## config.mk

```make
export PLATFORM = sky130hd
export DESIGN_NAME = game_flow_controller
export DESIGN_NICKNAME = d
export VERILOG_FILES = /design/src/rtl/game_flow_controller.sv
export SDC_FILE = /design/constraint.sdc
export NUM_CORES = 1
export LEC_CHECK = 0
export CAP_MARGIN = 20
export CORE_ASPECT_RATIO = 1.25
export CORE_MARGIN = 2
export CORE_UTILIZATION = 50
export CTS_BUF_LIST = sky130_fd_sc_hd__clkbuf_8
export CTS_CLUSTER_SIZE = 16
export DETAILED_ROUTE_END_ITERATION = 6
export GPL_TIMING_DRIVEN = 0
export PLACE_DENSITY = 0.79
export RECOVER_POWER = 50
export SYNTH_ARGS = -nofsm -noshare
export SYNTH_HDL_FRONTEND = slang
export SYNTH_SLANG_ARGS = --single-unit
```

## constraint.sdc

```tcl
create_clock -name clk -period 3.8 [get_ports clk]
set_input_delay 0.38 -clock clk [delete_from_list [all_inputs] [get_ports clk]]
set_output_delay 0.38 -clock clk [all_outputs]
set_load 0.01 [all_outputs]
```

## src/rtl/game_flow_controller.sv

```systemverilog
// Game flow sequencer for the VGA maze game: runs the IDLE/READY/PLAY/HIT/
// LEVEL_DONE/GAME_OVER/WIN phases, owns lives, BCD score, level and
// coins-remaining, and drives freeze/respawn/end-of-game indications.
module game_flow_controller #(
   parameter int LIVES_INIT      = 3,
   parameter int COINS_PER_LEVEL = 20,
   parameter int READY_FRAMES    = 60,
   parameter int HIT_FRAMES      = 45,
   parameter int LEVEL_FRAMES    = 90,
   parameter int MAX_LEVEL       = 9
) (
   input  logic        clk,
   input  logic        resetN,
   input  logic        startOfFrame,
   input  logic        start_key,
   input  logic        hit_pulse,
   input  logic        coin_event,
   output logic [2:0]  state,
   output logic [1:0]  lives,
   output logic [15:0] score,
   output logic [3:0]  level,
   output logic [7:0]  coins_left,
   output logic        freeze,
   output logic        respawn,
   output logic        game_over,
   output logic        win
);

   typedef enum logic [2:0] {
      IDLE       = 3'd0,
      READY      = 3'd1,
      PLAY       = 3'd2,
      HIT        = 3'd3,
      LEVEL_DONE = 3'd4,
      GAME_OVER  = 3'd5,
      WIN        = 3'd6
   } state_t;

   localparam logic [15:0] READY_N = 16'(READY_FRAMES);
   localparam logic [15:0] HIT_N   = 16'(HIT_FRAMES);
   localparam logic [15:0] LEVEL_N = 16'(LEVEL_FRAMES);
   localparam logic [1:0]  LIVES_LOAD = 2'(LIVES_INIT);
   localparam logic [7:0]  COINS_LOAD = 8'(COINS_PER_LEVEL);
   localparam logic [3:0]  LAST_LEVEL = 4'(MAX_LEVEL);

   state_t      state_q, state_n;
   logic [1:0]  lives_q, lives_n;
   logic [15:0] score_q, score_n;
   logic [3:0]  level_q, level_n;
   logic [7:0]  coins_q, coins_n;
   logic        respawn_q, respawn_n;
   logic [15:0] frame_cnt_q, frame_cnt_n;
   logic        hit_sem_q, hit_sem_n;
   logic        coin_sem_q, coin_sem_n;
   logic        start_d_q;

   logic        start_edge;
   logic        hit_acc;
   logic        coin_acc;
   logic        timed;
   logic [15:0] frame_target;
   logic        frames_done;

   // Saturating 4-digit BCD increment; 9999 is the ceiling
   function automatic logic [15:0] bcd_inc(input logic [15:0] v);
      logic [15:0] r;
      logic        carry;
      r     = v;
      carry = 1'b1;
      if (v != 16'h9999) begin
         for (int i = 0; i < 4; i++) begin
            if (carry) begin
               if (r[i*4 +: 4] == 4'd9) begin
                  r[i*4 +: 4] = 4'd0;
               end else begin
                  r[i*4 +: 4] = r[i*4 +: 4] + 4'd1;
                  carry       = 1'b0;
               end
            end
         end
      end
      return r;
   endfunction

   // Event qualification: only in PLAY, once per frame, and a new frame pulse
   // on the same clk re-opens the window so the event still counts
   always_comb begin
      start_edge = start_key & ~start_d_q;
      hit_acc    = (state_q == PLAY) & hit_pulse & (~hit_sem_q | startOfFrame);
      coin_acc   = (state_q == PLAY) & coin_event & (~coin_sem_q | startOfFrame) & ~hit_acc;
      timed      = (state_q == READY) | (state_q == HIT) | (state_q == LEVEL_DONE);
      case (state_q)
         READY:      frame_target = READY_N;
         HIT:        frame_target = HIT_N;
         LEVEL_DONE: frame_target = LEVEL_N;
         default:    frame_target = 16'd1;
      endcase
      frames_done = timed & startOfFrame & (frame_cnt_q == frame_target - 16'd1);
   end

   // Next-state and next-counter logic for every phase of the game
   always_comb begin
      state_n     = state_q;
      lives_n     = lives_q;
      score_n     = score_q;
      level_n     = level_q;
      coins_n     = coins_q;
      respawn_n   = 1'b0;
      frame_cnt_n = (timed && startOfFrame) ? frame_cnt_q + 16'd1 : frame_cnt_q;
      hit_sem_n   = hit_acc  ? 1'b1 : (startOfFrame ? 1'b0 : hit_sem_q);
      coin_sem_n  = coin_acc ? 1'b1 : (startOfFrame ? 1'b0 : coin_sem_q);

      case (state_q)
         IDLE: begin
            if (start_edge) begin
               lives_n     = LIVES_LOAD;
               score_n     = 16'h0000;
               level_n     = 4'd1;
               coins_n     = COINS_LOAD;
               respawn_n   = 1'b1;
               frame_cnt_n = 16'd0;
               state_n     = READY;
            end
         end
         READY: begin
            if (frames_done) begin
               state_n = PLAY;
            end
         end
         PLAY: begin
            if (hit_acc) begin
               lives_n     = (lives_q != 2'd0) ? lives_q - 2'd1 : 2'd0;
               frame_cnt_n = 16'd0;
               state_n     = HIT;
            end else if (coin_acc) begin
               score_n = bcd_inc(score_q);
               coins_n = (coins_q != 8'd0) ? coins_q - 8'd1 : 8'd0;
               if (coins_q == 8'd1) begin
                  frame_cnt_n = 16'd0;
                  state_n     = LEVEL_DONE;
               end
            end
         end
         HIT: begin
            if (frames_done) begin
               if (lives_q == 2'd0) begin
                  state_n = GAME_OVER;
               end else begin
                  respawn_n   = 1'b1;
                  frame_cnt_n = 16'd0;
                  state_n     = READY;
               end
            end
         end
         LEVEL_DONE: begin
            if (frames_done) begin
               if (level_q == LAST_LEVEL) begin
                  state_n = WIN;
               end else begin
                  level_n     = level_q + 4'd1;
                  coins_n     = COINS_LOAD;
                  respawn_n   = 1'b1;
                  frame_cnt_n = 16'd0;
                  state_n     = READY;
               end
            end
         end
         GAME_OVER, WIN: begin
            if (start_edge) begin
               state_n = IDLE;
            end
         end
         default: begin
            state_n = IDLE;
         end
      endcase
   end

   // State and datapath registers; the key delay resets high so a key held
   // through reset is not mistaken for a fresh press
   always_ff @(posedge clk or negedge resetN) begin
      if (!resetN) begin
         state_q     <= IDLE;
         lives_q     <= 2'd0;
         score_q     <= 16'h0000;
         level_q     <= 4'd1;
         coins_q     <= 8'd0;
         respawn_q   <= 1'b0;
         frame_cnt_q <= 16'd0;
         hit_sem_q   <= 1'b0;
         coin_sem_q  <= 1'b0;
         start_d_q   <= 1'b1;
      end else begin
         state_q     <= state_n;
         lives_q     <= lives_n;
         score_q     <= score_n;
         level_q     <= level_n;
         coins_q     <= coins_n;
         respawn_q   <= respawn_n;
         frame_cnt_q <= frame_cnt_n;
         hit_sem_q   <= hit_sem_n;
         coin_sem_q  <= coin_sem_n;
         start_d_q   <= start_key;
      end
   end

   assign state      = state_q;
   assign lives      = lives_q;
   assign score      = score_q;
   assign level      = level_q;
   assign coins_left = coins_q;
   assign respawn    = respawn_q;
   assign freeze     = (state_q != PLAY);
   assign game_over  = (state_q == GAME_OVER);
   assign win        = (state_q == WIN);

endmodule

```

Word level (Yosys, flattened, before mapping)
Cells that the tools add are included.

word-level totals
  flip-flop bits (word level) = 53
  latch bits = 0
  memories = 0
  ROM bits = 0
  output and inout bits = 37
  RAM bits = 0

cells by class
  bitwise gates (word level) = 16
  $mul = 0
  magnitude comparators = 0
  muxes and demuxes = 75
  divide/modulo/power cells = 0
  reductions and logical operators = 19
  $add $sub $neg = 9
  equality and inequality tests = 30
  shift-type cells = 0

operators with widths
  operator                                               number
  2-to-1 mux 16 bit                                      13
  case mux 16 bit (4 select lines)                       1
  2-to-1 mux 8 bit                                       6
  2-to-1 mux 4 bit                                       10
  case mux 16 bit (2 select lines)                       1
  2-to-1 mux 3 bit                                       10
  2-to-1 mux 1 bit                                       25
  case mux 8 bit (3 select lines)                        1
  AND reduction 6 bit                                    4
  case mux 7 bit (3 select lines)                        1
  adder 4 x 1 -> 4 bit, second input constant            5
  == test 4 bit, second input constant                   5
  inequality test 2 bit, second input constant           9
  case mux 3 bit (6 select lines)                        1
  adder 16 x 1 -> 16 bit, second input constant          1
  == test 16 bit                                         1
  inequality test 16 bit, second input constant          1
  subtractor 16 x 1 -> 16 bit, second input constant     1
  nonzero test 2 bit                                     5
  == test 3 bit, second input constant                   3
  AND 1 bit                                              8
  == test 8 x 1 -> 1 bit, second input constant          1
  inequality test 2 x 1 -> 1 bit, second input constant  4
  case mux 4 bit (2 select lines)                        1
  21 further kinds                                       31

Logic depth before layout (Yosys ltp)
Gate-level depths: netlist of the first run.

  depth after elaboration = 23
  depth in mapped cells = 14
  gate-level depth less buffers = 10

Least setup slack after synthesis of the first run
Ideal clock, no wire load.

  path kind = reg-to-reg
  start = reg state_q[0], in the netlist state[0]
  end = reg coins_q[1], in the netlist coins_left[1]
  arrival = 3.306 ns
  clock period less this slack = 3.431 ns
  slack = 0.369 ns
  required time = 3.675 ns
  buffers on the path = 4
  library setup time = 0.125 ns
  cell stages (with the launch flop) = 15
  cells stage by stage = dfrtp_1 > buf_6 > clkbuf_1 > inv_1 > nand2_1 > a21oi_1 > ha_1 > xor2_1 > a2111o_1 > a211o_1 > and2_1 > buf_6 > or3_1 > buf_2 > mux2_4

between the ends
  cells in the longest elaborated chain, start to end = 7

ends and longest elaborated chain
  element                                                  RTL line     text
  start: declaration                                       46           state_t state_q, state_n;
  start signal: assignment                                 194          state_q <= state_n;
  == test 3 bit (tied with other cells)                    91, 92, 113
  case mux 7 bit (3 select lines) (tied with other cells)  92           case (state_q)
  subtractor 16 x 1 -> 16 bit (tied with other cells)      98           frames_done = timed & startOfFrame & (frame_cnt_q == frame_target - 16'd1);
  == test 16 bit (tied with other cells)                   98
  AND 1 bit (on tied branches)                             98, 90
  inequality test 2 bit (no source line)                   --
  AND reduction 6 bit (no source line)                     --
  end signal: assignment                                   198          coins_q <= coins_n;
  end: declaration                                         50           logic [7:0] coins_q, coins_n;

Several ways; a longest one is shown, not always the timed one.
A chain may end at the register's enable or synchronous reset.

Worst setup path after layout of the first run
  start = reg state_q[1], in the netlist state[1]
  end = reg coins_q[1], in the netlist coins_left[1]

Same word-level chain as after synthesis.

==> metrics.txt, run 1 <==
CTS tree=built; maximum clock path buffer count=2; first-pass GRT wire length=12.5 mm; Post-DP HPWL=5.55 mm; Final Core Density=62.0%; YS warnings=0; Final Hold Vio Count=0; min cycle time layout=3540 ps; Final Slew Violations=38; I/O pin count=43; Critical Path AT=3750 ps; synthesized cell area=3230 um2; DRC violations left=0; Compound-Gate Fraction of Synth Area=18.2%; gr usage total=22.4%; area share of and/or/nand/nor cells after synthesis=23.4%; Critical Path Start Type=flip-flop; crit end category=flip-flop; total global routing overflow=0; # fillers=538; Synth Area in Adders=5.43%; setup TNS=0 ps; max-cap viol count=1; XOR/XNOR share of the synthesized area=5.70%; Initial Util=52.0%; Core Rows=32; NetSw=0.000981 W; number of port buffers=42; Core Area=6210 um2; FFs w/ async S/R, synth=100%; final-report setup violation count=0; Worst-Skew Late Latency=310 ps; largest net degree at the start of global routing=38; DR pass1 iterations=5; crit path kind=flip-flop to flip-flop; Reg clk slew, reported paths=100 ps; antenna violations before repair=0; Post-Syn Instances=358; vias in the first global route=2761; VDD IR-drop max=0.462 mV; setup bufs post-CTS=0; cts bufs inserted=5; share of cells above drive strength 1=5.37%; Die ar.=7110 um2; root buf cell=clkbuf_8; Clock Skew=9.05 ps; failing checks=capacitance limit, slew limit; #FFs+latches synth=53; Avg Vias per Cell=5.83; switching share of power=42.9%; most frequent cells in the layout=51 x dfrtp_1, 42 x nor2_1, 30 x nand2_1; RSZ-0062 raised after global routing=no; Required @ worst endpoint=4000 ps; distinct cell type count after synthesis=57; multi-input logic area=1770 um2; most common cell after layout, fill and taps aside=dfrtp_1; area grow syn2layout=19.4%; CTS HTree Levels=2; clock share of power=13.5%; TritonCTS Sinks=53; Post-DRT Antenna Nets=0; Flop pwr share=36.3%; status=finished with violations; number of antenna diodes=0; Leak=1.66 nW; GPL Wtd Cong=0.901; DR vias=2884; Syn Nets=378; post-synthesis mux area share=1.78%; Syn Area/Cell=9.01 um2; worst hold path type=flip-flop to flip-flop; EDFF count, synth=0; die width=75.8 um; Die Ht=93.8 um; WL final=7.42 mm; drt first-iter violations=142; Slew Limit Headroom=-33.4%; pin slew with the least headroom to its limit=2000 ps; sequential cell area=1330 um2; WHS=494 ps; drt wl/cell=15.0 um; ys flop type=dfrtp_1; largest family of logic cells by synthesized area=simple AND/OR/NAND/NOR gates; Comb power frac=50.2%; f_max=0.282 GHz; final period utilization=93.3%; pwr dens=594 nW/um2; Final nets=429; Critical Path Fanout Max=10; Seq/Total Area, Yosys=41.2%; Pint=0.00131 W
==> power groups by stage <==
stage	clock, W	sequential [W]	combinational (W)
CTS	0.000318	0.000832	0.00116
global route	0.000347	0.000855	0.00127
floorplan	0	0.000851	0.000699
detailed placement	0	0.000842	0.00115
global placement	0	0.000837	0.00112
finish	0.000308	0.000830	0.00115
==> worst max-delay path, cell delays in order (launching register included) <==
cell and delay [ps]:
dfrtp_1 540, clkbuf_1 390, a21oi_1 110, ha_1 280, xor2_1 210, a2111o_1 360, a211o_1 380, and2_1 200
buf_6 140, or3_1 350, buf_2 170, mux2_4 300
==> logic make-up (layout without fill, tap and decap cells) <==
logic type	after synthesis	in the layout
multiplexers	5	5
flip-flops	53	53
XOR/XNOR	21	21
adder cells (fa/ha/maj)	14	14
AND/OR/NAND/NOR	146	146
buffers and inverters	32	84
AO/OA/AOI/OAI	87	87
==> Yosys cell counts (all sizes together), types with 3 or more instances <==
| cell type | number | area share, % |
|---|---|---|
| a31oi | 3 | 0.58 |
| mux2 | 3 | 1.2 |
| xor2 | 11 | 3.0 |
| or4 | 3 | 0.70 |
| a21oi | 16 | 2.5 |
| nand3 | 7 | 1.1 |
| a211o | 3 | 0.81 |
| inv | 19 | 2.2 |
| xnor2 | 10 | 2.7 |
| nor3 | 11 | 1.7 |
| and2 | 3 | 0.58 |
| or3 | 7 | 1.4 |
| ha | 14 | 5.4 |
| dfrtp | 51 | 40 |
| o21ai | 25 | 3.9 |
| o41ai | 8 | 2.2 |
| nand2b | 9 | 1.7 |
| clkbuf | 9 | 1.0 |
| o31ai | 4 | 0.93 |
| nor2 | 42 | 4.9 |
| buf | 4 | 1.0 |
| a21o | 5 | 1.2 |
| nand2 | 30 | 3.5 |
| and3 | 6 | 1.2 |
| nor4 | 8 | 1.6 |
| nand4 | 4 | 0.78 |
| nand3b | 5 | 1.2 |
| nor3b | 3 | 1.2 |
==> sequential cells by signal, indices dropped and copies added, names as in the netlist <==
register,flops
coins_left,8
score,16
state,3
start_d_q,1
lives,2
hit_sem_q,1
respawn,1
coin_sem_q,1
level,4
frame_cnt_q,16
==> per-stage QoR <==
| stage | total power (W) | std cells | area, um2 | setup WS (ps) |
|---|---|---|---|---|
| final | 0.00229 | 495 | 3850 | 255 |
| after floorplan | 0.00155 | 358 | 3230 | 369 |
| after global placement | 0.00196 | 485 | 3750 | -6.93 |
| after global routing | 0.00247 | 495 | 3850 | 66.3 |
| after detailed placement | 0.00199 | 487 | 3770 | -69.5 |
| after CTS | 0.00231 | 495 | 3870 | 269 |
==> layer usage <==
metal  up-vias  track usage, %  wire, um
li1       1397               -         -
met1      1395            27.9      3170
met3        10            5.04       393
met2        82            37.3      3750
met4         0            7.89       102
met5         -               0         0
==> final timing paths <==
kind	startpoint	endpoint	slack [ps]	cells after the start
max	state[1]$_DFFE_PN0P_	coins_left[1]$_DFFE_PN0P_	260	11
min	coins_left[7]$_DFFE_PN0P_	coins_left[7]$_DFFE_PN0P_	490	1
max reg2reg	state[1]$_DFFE_PN0P_	coins_left[1]$_DFFE_PN0P_	260	11
min reg2reg	coins_left[7]$_DFFE_PN0P_	coins_left[7]$_DFFE_PN0P_	490	1
max in group asynchronous	resetN	level[2]$_DFFE_PN0P_	750	3
min in group asynchronous	resetN	coins_left[2]$_DFFE_PN0P_	700	2
==> area by class of cell <==
class / instances / area share, %
repair buffers: 45 / 11.2
clock inverters: 3 / 0.357
flip-flops and latches: 53 / 34.5
well taps: 85 / 2.76
multi-input cells: 273 / 45.9
clock buffers: 5 / 1.79
plain buffers: 12 / 1.62
inverters: 19 / 1.85
==> timing repair <==
item	in CTS	in global routing
hold buffers	1	0
endpoints found under the setup margin	11	0
gates resized for setup	1	0
hold endpoints to repair	16	0
Note: power is estimated with default switching activity, not from simulation.
==> run 2, diff against run 1 <==
- SKIP_CTS_REPAIR_TIMING: not set -> 1
==> metrics.txt, run 2 (same netlist as run 1, synthesis figures left out) <==
crit path kind=flip-flop to flip-flop; min cycle time layout=3570 ps (+22.1 ps); cells along the critical path=clkbuf_1, a21oi_1, ha_1, xor2_1, a2111o_1, a211o_1, and2_1, buf_6, or3_1, buf_2, mux2_4; largest net degree at the start of global routing=38 (unchanged); GPL Wtd Cong=0.901 (unchanged); Placed Cells=487 (unchanged); Crit-path slowest cell=dfrtp_1; TritonCTS Sinks=53 (unchanged); antenna violations before repair=0 (unchanged); I/O pin count=43 (unchanged); Reg clk slew, reported paths=100 ps (about the same); Die ar.=7110 um2 (unchanged); drt first-iter violations=140 (-1.4%); Final Core Density=62.0% (unchanged); Core Area=6210 um2 (unchanged); status=finished with violations; setup TNS=0 ps (unchanged); die width=75.8 um (unchanged); Slew Limit Headroom=-34.9% (-1.5 points); vias in the first global route=2766 (+0.18%); RSZ-0062 raised after global routing=no; Post-DP Area=3770 um2 (unchanged); Initial Util=52.0% (unchanged); Critical Path Start Type=flip-flop; crit end category=flip-flop; cts bufs inserted=5 (unchanged); area grow syn2layout=19.4% (unchanged); number of port buffers=42 (unchanged); number of antenna diodes=0 (unchanged); most frequent cells in the layout=51 x dfrtp_1, 42 x nor2_1, 30 x nand2_1; DR pass1 iterations=5 (unchanged); final-report setup violation count=0 (unchanged); final period utilization=93.9% (+0.58 points); Critical Path Fanout Max=10 (unchanged); Non-Filler Instances=495 (unchanged); Leak=1.66 nW (unchanged); Final Slew Violations=38 (unchanged); Worst-Skew Late Latency=310 ps (about the same); Final nets=429 (unchanged); max-cap viol count=1 (unchanged); CTS HTree Levels=2 (unchanged); final worst setup slack=233 ps (-22.1 ps); Clock Skew=8.65 ps (-0.401 ps); Avg Vias per Cell=5.79 (-0.69%); share of cells above drive strength 1=5.37% (unchanged); # fillers=538 (unchanged); DRC violations left=0 (unchanged); Core Rows=32 (unchanged); drt wl/cell=15.1 um (+0.54%); final instance area=3850 um2 (unchanged); CP top delay family=compound AO/OA/AOI/OAI gates; Die Ht=93.8 um (unchanged); Post-DRT Antenna Nets=0 (unchanged); WL final=7.46 mm (+0.54%); VDD IR-drop max=0.462 mV (+0.12%); Post-DP HPWL=5.55 mm (unchanged); Required @ worst endpoint=4010 ps (about the same); worst hold path type=flip-flop to flip-flop; Critical Path AT=3780 ps (+30 ps); total global routing overflow=0 (unchanged); maximum clock path buffer count=2 (unchanged); pin slew with the least headroom to its limit=2020 ps (+23.0 ps); pwr dens=595 nW/um2 (+0.16%); Place WS=-69.5 ps (unchanged); f_max=0.280 GHz (-0.62%); root buf cell=clkbuf_8; failing checks=capacitance limit, slew limit; Worst path max stage delay=550 ps (about the same); most common cell after layout, fill and taps aside=dfrtp_1; Bufs and invs on worst path=3 (unchanged); DR vias=2864 (-0.69%); gr usage total=22.5% (+0.066 points); Final Hold Vio Count=0 (unchanged); CTS tree=built; first-pass GRT wire length=12.5 mm (+0.38%)
==> run 2: cell counts in the layout (fill, tap and decap cells not counted) <==
Identical to the previous run, type by type.
==> run 2: cell type report <==
type                            count  area (um2)  area share [%]
Tap cell                           85         106            2.76
Sequential cell                    53        1330            34.5
Multi-Input combinational cell    273        1770            45.9
Buffer                             12        62.6            1.62
Timing Repair Buffer               45         433            11.2
Clock inverter                      3        13.8           0.357
Clock buffer                        5        68.8            1.79
Inverter                           19        71.3            1.85
==> run 2: metal layers <==
metal / vias up / GRT usage [%] / wire [um]
met5: - / 0 / 0
met4: 0 / 8.04 / 128
met3: 14 / 5.04 / 396
met2: 79 / 37.4 / 3720
met1: 1379 / 28.0 / 3210
li1: 1392 / - / -
==> run 2: power breakdown <==
part	switching [W]	leakage, nW	internal [W]
Sequential	0.000153	0.710	0.000678
Clock	0.000186	0.0491	0.000126
Combinational	0.000646	0.904	0.000502
Total	0.000985	1.66	0.00131
==> run 2: worst paths after layout <==
path                                           start                        end  slack (ps)  depth (start not counted)
min reg2reg                coins_left[7]$_DFFE_PN0P_  coins_left[7]$_DFFE_PN0P_         490                          1
max                             state[1]$_DFFE_PN0P_  coins_left[1]$_DFFE_PN0P_         230                         11
max reg2reg                     state[1]$_DFFE_PN0P_  coins_left[1]$_DFFE_PN0P_         230                         11
min in group asynchronous                     resetN  coins_left[2]$_DFFE_PN0P_         690                          2
min                        coins_left[7]$_DFFE_PN0P_  coins_left[7]$_DFFE_PN0P_         490                          1
max in group asynchronous                     resetN       level[2]$_DFFE_PN0P_         740                          3
==> run 2: metrics by stage <==
step	total power, W	hold WS [ps]
2_1_floorplan	0.00155	84.4
3_3_place_gp	0.00196	487
3_5_place_dp	0.00199	329
4_1_cts	0.00230	-8.91
5_1_grt	0.00247	540
6_report	0.00229	494
